**src/rtl/pipe_pkg.sv**
```systemverilog
// Shared constants for the pipeline boundary register.
// Control bundle bit positions and the default bubble kill mask.
package pipe_pkg;

  localparam int CTRL_W_DEF = 8;

  localparam int CTRL_REGDST   = 7;
  localparam int CTRL_ALUOP_HI = 6;
  localparam int CTRL_ALUOP_LO = 5;
  localparam int CTRL_ALUSRC   = 4;
  localparam int CTRL_MEMREAD  = 3;
  localparam int CTRL_MEMWRITE = 2;
  localparam int CTRL_REGWRITE = 1;
  localparam int CTRL_MEMTOREG = 0;

  // MemRead, MemWrite, RegWrite must never fire on a bubble.
  localparam logic [CTRL_W_DEF-1:0] CTRL_KILL_DEF = 8'b0000_1110;

endpackage

```
**src/rtl/pipe_stage_reg_if.sv**
```systemverilog
// Stall/flush/valid bundle between two adjacent pipeline stages.
// master drives the upstream side, slave is the boundary register.
interface pipe_stage_reg_if
  import pipe_pkg::*;
#(
  parameter int CTRL_W = CTRL_W_DEF,
  parameter int DATA_W = 128
) ();

  logic              Stall_In;
  logic              Flush_In;
  logic              Valid_In;
  logic [CTRL_W-1:0] Ctrl_In;
  logic [DATA_W-1:0] Data_In;
  logic              Stall_Out;
  logic              Valid_Out;
  logic [CTRL_W-1:0] Ctrl_Out;
  logic [DATA_W-1:0] Data_Out;

  modport master (
    output Stall_In, Flush_In, Valid_In, Ctrl_In, Data_In,
    input  Stall_Out, Valid_Out, Ctrl_Out, Data_Out
  );

  modport slave (
    input  Stall_In, Flush_In, Valid_In, Ctrl_In, Data_In,
    output Stall_Out, Valid_Out, Ctrl_Out, Data_Out
  );

endinterface

```
**src/rtl/pipe_slot.sv**
```systemverilog
// One boundary slot: valid/ctrl/data register with load and kill.
// Bubbles always carry ctrl with the kill-mask bits cleared.
module pipe_slot
  import pipe_pkg::*;
#(
  parameter int                CTRL_W    = CTRL_W_DEF,
  parameter int                DATA_W    = 128,
  parameter logic [CTRL_W-1:0] KILL_MASK = {CTRL_W{1'b1}}
) (
  input  logic              Clk,
  input  logic              Rst,
  input  logic              load,
  input  logic              flush,
  input  logic              src_valid,
  input  logic [CTRL_W-1:0] src_ctrl,
  input  logic [DATA_W-1:0] src_data,
  output logic              valid,
  output logic [CTRL_W-1:0] ctrl,
  output logic [DATA_W-1:0] data
);

  // Reset beats flush, flush beats load; data is held on flush.
  always_ff @(posedge Clk) begin
    if (Rst) begin
      valid <= 1'b0;
      ctrl  <= '0;
      data  <= '0;
    end else if (flush) begin
      valid <= 1'b0;
      ctrl  <= ctrl & ~KILL_MASK;
    end else if (load) begin
      valid <= src_valid;
      ctrl  <= src_valid ? src_ctrl
                         : (src_ctrl & ~KILL_MASK);
      data  <= src_data;
    end
  end

endmodule

```
**src/rtl/pipe_stage_reg.sv**
```systemverilog
// Parametrised pipeline boundary register: DEPTH slots, stall,
// flush and bubble collapse. Option: PIPE_STAGE_REG_PERF_EN.
module pipe_stage_reg
  import pipe_pkg::*;
#(
  parameter int                CTRL_W         = CTRL_W_DEF,
  parameter int                DATA_W         = 128,
  parameter int                DEPTH          = 1,
  parameter logic [CTRL_W-1:0] CTRL_KILL_MASK = {CTRL_W{1'b1}}
) (
  input  logic             Clk,
  input  logic             Rst,
  pipe_stage_reg_if.slave  bus
`ifdef PIPE_STAGE_REG_PERF_EN
  ,
  output logic [31:0]      Stall_Cnt,
  output logic [31:0]      Bubble_Cnt
`endif
);

  logic [DEPTH:0]    en;
  logic [DEPTH:0]    sv;
  logic [CTRL_W-1:0] sc [DEPTH+1];
  logic [DATA_W-1:0] sd [DEPTH+1];
  logic              stall_o;

  assign sv[0] = bus.Valid_In;
  assign sc[0] = bus.Ctrl_In;
  assign sd[0] = bus.Data_In;

  // Load enables ripple from the output back; empty slots absorb.
  always_comb begin
    en        = '0;
    en[DEPTH] = !bus.Stall_In;
    for (int k = DEPTH - 1; k >= 0; k--) begin
      en[k] = !sv[k+1] || en[k+1];
    end
  end

  for (genvar k = 0; k < DEPTH; k++) begin : g_slot
    pipe_slot #(
      .CTRL_W    (CTRL_W),
      .DATA_W    (DATA_W),
      .KILL_MASK (CTRL_KILL_MASK)
    ) u_slot (
      .Clk       (Clk),
      .Rst       (Rst),
      .load      (en[k]),
      .flush     (bus.Flush_In),
      .src_valid (sv[k]),
      .src_ctrl  (sc[k]),
      .src_data  (sd[k]),
      .valid     (sv[k+1]),
      .ctrl      (sc[k+1]),
      .data      (sd[k+1])
    );
  end

  assign stall_o       = !en[0] && !Rst;
  assign bus.Stall_Out = stall_o;
  assign bus.Valid_Out = sv[DEPTH];
  assign bus.Ctrl_Out  = sc[DEPTH];
  assign bus.Data_Out  = sd[DEPTH];

`ifdef PIPE_STAGE_REG_PERF_EN
  // Saturating stall and output-bubble counters.
  always_ff @(posedge Clk) begin
    if (Rst) begin
      Stall_Cnt  <= '0;
      Bubble_Cnt <= '0;
    end else begin
      if (stall_o && Stall_Cnt != '1)
        Stall_Cnt <= Stall_Cnt + 32'd1;
      if (!sv[DEPTH] && !bus.Stall_In && Bubble_Cnt != '1)
        Bubble_Cnt <= Bubble_Cnt + 32'd1;
    end
  end
`endif

endmodule

```
**src/flat_wrapper.sv**
```systemverilog
// flat-port wrapper written by rule: the top's interface ports become plain ports
module pipe_stage_reg_flat import pipe_pkg::*;
#(
  parameter int                CTRL_W         = CTRL_W_DEF,
  parameter int                DATA_W         = 128,
  parameter int                DEPTH          = 1,
  parameter logic [CTRL_W-1:0] CTRL_KILL_MASK = {CTRL_W{1'b1}}
)
  (Clk, Rst, bus_Stall_In, bus_Flush_In, bus_Valid_In, bus_Ctrl_In, bus_Data_In, bus_Stall_Out, bus_Valid_Out, bus_Ctrl_Out, bus_Data_Out);
  pipe_stage_reg_if #(.CTRL_W(CTRL_W), .DATA_W(DATA_W)) bus_i ();
  input  logic Clk;
  input  logic Rst;
  input wire logic [$bits(bus_i.Stall_In)-1:0] bus_Stall_In;
  input wire logic [$bits(bus_i.Flush_In)-1:0] bus_Flush_In;
  input wire logic [$bits(bus_i.Valid_In)-1:0] bus_Valid_In;
  input wire logic [$bits(bus_i.Ctrl_In)-1:0] bus_Ctrl_In;
  input wire logic [$bits(bus_i.Data_In)-1:0] bus_Data_In;
  output wire logic [$bits(bus_i.Stall_Out)-1:0] bus_Stall_Out;
  output wire logic [$bits(bus_i.Valid_Out)-1:0] bus_Valid_Out;
  output wire logic [$bits(bus_i.Ctrl_Out)-1:0] bus_Ctrl_Out;
  output wire logic [$bits(bus_i.Data_Out)-1:0] bus_Data_Out;
  assign bus_i.Stall_In = bus_Stall_In;
  assign bus_i.Flush_In = bus_Flush_In;
  assign bus_i.Valid_In = bus_Valid_In;
  assign bus_i.Ctrl_In = bus_Ctrl_In;
  assign bus_i.Data_In = bus_Data_In;
  assign bus_Stall_Out = bus_i.Stall_Out;
  assign bus_Valid_Out = bus_i.Valid_Out;
  assign bus_Ctrl_Out = bus_i.Ctrl_Out;
  assign bus_Data_Out = bus_i.Data_Out;
  pipe_stage_reg #(.CTRL_W(CTRL_W), .DATA_W(DATA_W), .DEPTH(DEPTH), .CTRL_KILL_MASK(CTRL_KILL_MASK)) u_core (.Clk(Clk), .Rst(Rst), .bus(bus_i));
endmodule
```
**config.mk**
```make
export PLATFORM = sky130hd
export DESIGN_NAME = pipe_stage_reg_flat
export DESIGN_NICKNAME = d
export VERILOG_FILES = /design/src/rtl/pipe_pkg.sv /design/src/rtl/pipe_stage_reg_if.sv /design/src/rtl/pipe_slot.sv /design/src/rtl/pipe_stage_reg.sv /design/src/flat_wrapper.sv
export SDC_FILE = /design/constraint.sdc
export NUM_CORES = 1
export LEC_CHECK = 0
export ABC_AREA = 1
export ABC_CLOCK_PERIOD_IN_PS = 1500
export CORE_MARGIN = 2
export CORE_UTILIZATION = 45
export DETAILED_ROUTE_END_ITERATION = 7
export PLACE_DENSITY = 0.92
export SETUP_SLACK_MARGIN = 0.4
export SKIP_LAST_GASP = 1
export SLEW_MARGIN = 20
export SYNTH_ARGS = -nofsm -noshare
export SYNTH_HDL_FRONTEND = slang
export SYNTH_SLANG_ARGS = --single-unit
```
**constraint.sdc**
```tcl
create_clock -name Clk -period 1.5 [get_ports Clk]
set_input_delay 0.3 -clock Clk [delete_from_list [all_inputs] [get_ports Clk]]
set_output_delay 0.3 -clock Clk [all_outputs]
set_load 0.01 [all_outputs]
```
==> impl_results.md, run 1 <==
- Synth Register Bits: 137
- Die W: 122.6 um
- Hold crit path type: input pin to register
- DR pass1 iterations: 5
- Final Hold Fails: 0
- Clock latency on the worst-skew pair: 0.41 ns
- Diodes inserted: 0
- Gr ovfl total: 0
- P&R area growth vs syn: 73.81%
- Area leader, netlist: dfxtp_1
- Global route hottest layer: met2
- FFs w/ async S/R, synth: 0%
- Final min period: 1.465 ns
- GP Congestion: 0.7867
- Worst setup EP type: register
- Avg Vias per Cell: 5.202
- I/O Pins: 279
- Average size of a mapped cell: 7.098 sq um
- Post-route ant nets: 0
- Routing usage on met2: 42.40%
- Final worst-path cycle share: 97.67%
- RSZ-0062 raised after global routing: true
- Setup total negative slack: 0 ns
- Share of layout cells above drive strength 1: 37.36%
- Count of pins over their slew limit: 0
- Outcome: completed
- Largest cells by area after synthesis: dfxtp_1 43%, a21oi_1 10%, nand3_1 10%
- Syn nets: 1,033
- Power Density: 985.2 nW/um^2
- Count of clock tree sinks: 137
- Vias in the first global route: 6,005
- First-pass GRT wire length: 28,520 um
- Synth top area share: 43.32%
- Final setup vio count: 0
- Pleak: 5.489 nW
- Yosys warns: 0
- Register area share after synthesis: 43.32%
- Slew headroom: 81.67%
- IO Port Bufs: 278
- Maximum vdd drop: 0.8555 mV
- Fill cells: 764
- Clk_skew: 0.008302 ns
- Antenna violations before repair: 0
- EDFF count, synth: 0
- GR Util All Layers: 24.31%
- Max Clk Rate: 682.5 MHz
- Setup CP Type: register to register
- Row cnt: 43
- Avg WL per Cell: 18.33 um
- Crit-path max FO: 11
- Fin cells: 1,398
- Finished Cell Area: 11,000 sq um
- DRC viols: 0
- Max cap viols: 0
- Final WL: 25,620 um
- Grt met3 use: 8.829%
- WP data required: 1.79 ns
- Fin nets: 1,346
- CTS tree: yes
- Root buf cell: clkbuf_16
- Synth top cells by count: 140 x nand2_1, 139 x inv_1, 138 x nor2_1
- Placed cell areas: 8984 sq um
- Die Y: 122.6 um
- Clock Tree Buf Depth: 2
- Starting Density: 45.79%
- Die ar.: 15,030 sq um
- H-tree levels: 4
- Post-DP HPWL: 12,620 um
- Drt initial violations: 657
- Synth Instances: 892
- Placed cells: 1,302
- Fin util: 79.59%
- Startpoint types: register
- Netlist Area Pre-Place: 6331 sq um
- Core area: 13,830 sq um
- Synth unique cells: 14
- Largest net degree at the start of global routing: 89
- Slew @ Worst Pin: 0.2739 ns
- Clock transition at path regs: 0.06 ns
- Worst Path Arrival: 1.76 ns
- DR vias: 7,272
- Most common cell in the netlist: nand2_1
- Met1 GRT Util: 25.51%
- Number of CTS-inserted buffers: 17
- Overall Power: 10.84 mW
- Ys flop type: dfxtp_1
state kept, by name (all words and copies together) (netlist names):
signal	cells
u_core.g_slot.u_slot.ctrl	8
u_core.g_slot.u_slot.data	128
u_core.g_slot.u_slot.valid	1
cell families after synthesis:
kind of cell | synth area share (%)
and+or+nand+nor | 26.70
buffers and inverters | 19.23
DFF | 43.32
AOI/OAI and AO/OA | 10.75
worst paths after layout:
check | slack, ns | cells past startpoint | endpoint | startpoint
min | 0.44 | 4 | u_core.g_slot[0].u_slot.ctrl[7] | bus_Flush_In
min reg2reg | 0.48 | 2 | u_core.g_slot[0].u_slot.data[22] | u_core.g_slot[0].u_slot.data[22]
max reg2reg | 0.03 | 7 | u_core.g_slot[0].u_slot.data[106] | u_core.g_slot[0].u_slot.valid
max | 0.03 | 7 | u_core.g_slot[0].u_slot.data[106] | u_core.g_slot[0].u_slot.valid
where the power goes:
| part | total (mW) | internal, mW | switching [mW] |
|---|---|---|---|
| combinational | 2.38 | 1.33 | 1.05 |
| clock | 4.28 | 2.65 | 1.63 |
| sequential | 4.18 | 3.97 | 0.215 |
layout make-up:
class                           instances  area [sq um]  area share [%]
Timing Repair Buffer                  365          4081           37.09
Sequential cell                       137          2917           26.50
Multi-Input combinational cell        543          2643           24.01
Inverter                              140         538.0           4.889
Clock buffer                           20         446.7           4.059
Tap cell                              180         225.2           2.047
Clock inverter                         12         148.9           1.353
Timing Repair inverter                  1         5.005         0.04548
what timing repair did:
action,in CTS,in global routing
hold buffers,0,0
pin swaps,0,14
buffers inserted,11,32
gates resized for setup,832,83
gates cloned,0,21
setup endpoints to repair,275,273
metal layers:
metal  share of wire, %  up-vias
met5                  0        -
met4                5.6        0
met3                9.8      111
met2                 49      395
met1                 35     3374
li1                   -     3392
critical path, cell delays in order (launching register included):
cell and delay (ns):
dfxtp_4 0.38, nand2_8 0.08, buf_4 0.16, buf_12 0.15, buf_4 0.15, clkbuf_16 0.17, a21oi_2 0.18, nor2_1 0.07
stage by stage:
| stage | setup WS (ns) | hold slack [ns] |
|---|---|---|
| final | 0.03488 | 0.4362 |
| after global routing | 0.02530 | 0.4648 |
| after CTS | 0.1287 | 0.4831 |
| after detailed placement | -0.4526 | 0.4678 |
| after global placement | -0.4312 | 0.4594 |
| after floorplan | 0.4008 | 0.4755 |
placed cells by master (no fill, tap or decap), drive strengths merged:
master,n
o21ai,8
dlygate4sd2,1
buf,214
clkinv,8
nor2,138
clkdlybuf4s50,138
inv,140
a21oi,128
bufinv,3
clkbuf,31
dfxtp,137
nand3,128
nand2,141
dlymetal6s2s,1
clkinvlp,2
Note: power is estimated with default switching activity, not from simulation.
==> run 2: changes to the inputs <==
- SKIP_LAST_GASP: 1 -> not set
==> results of run 2 <==
Same layout as run 1: the final DEF is identical, and so are final timing and power.
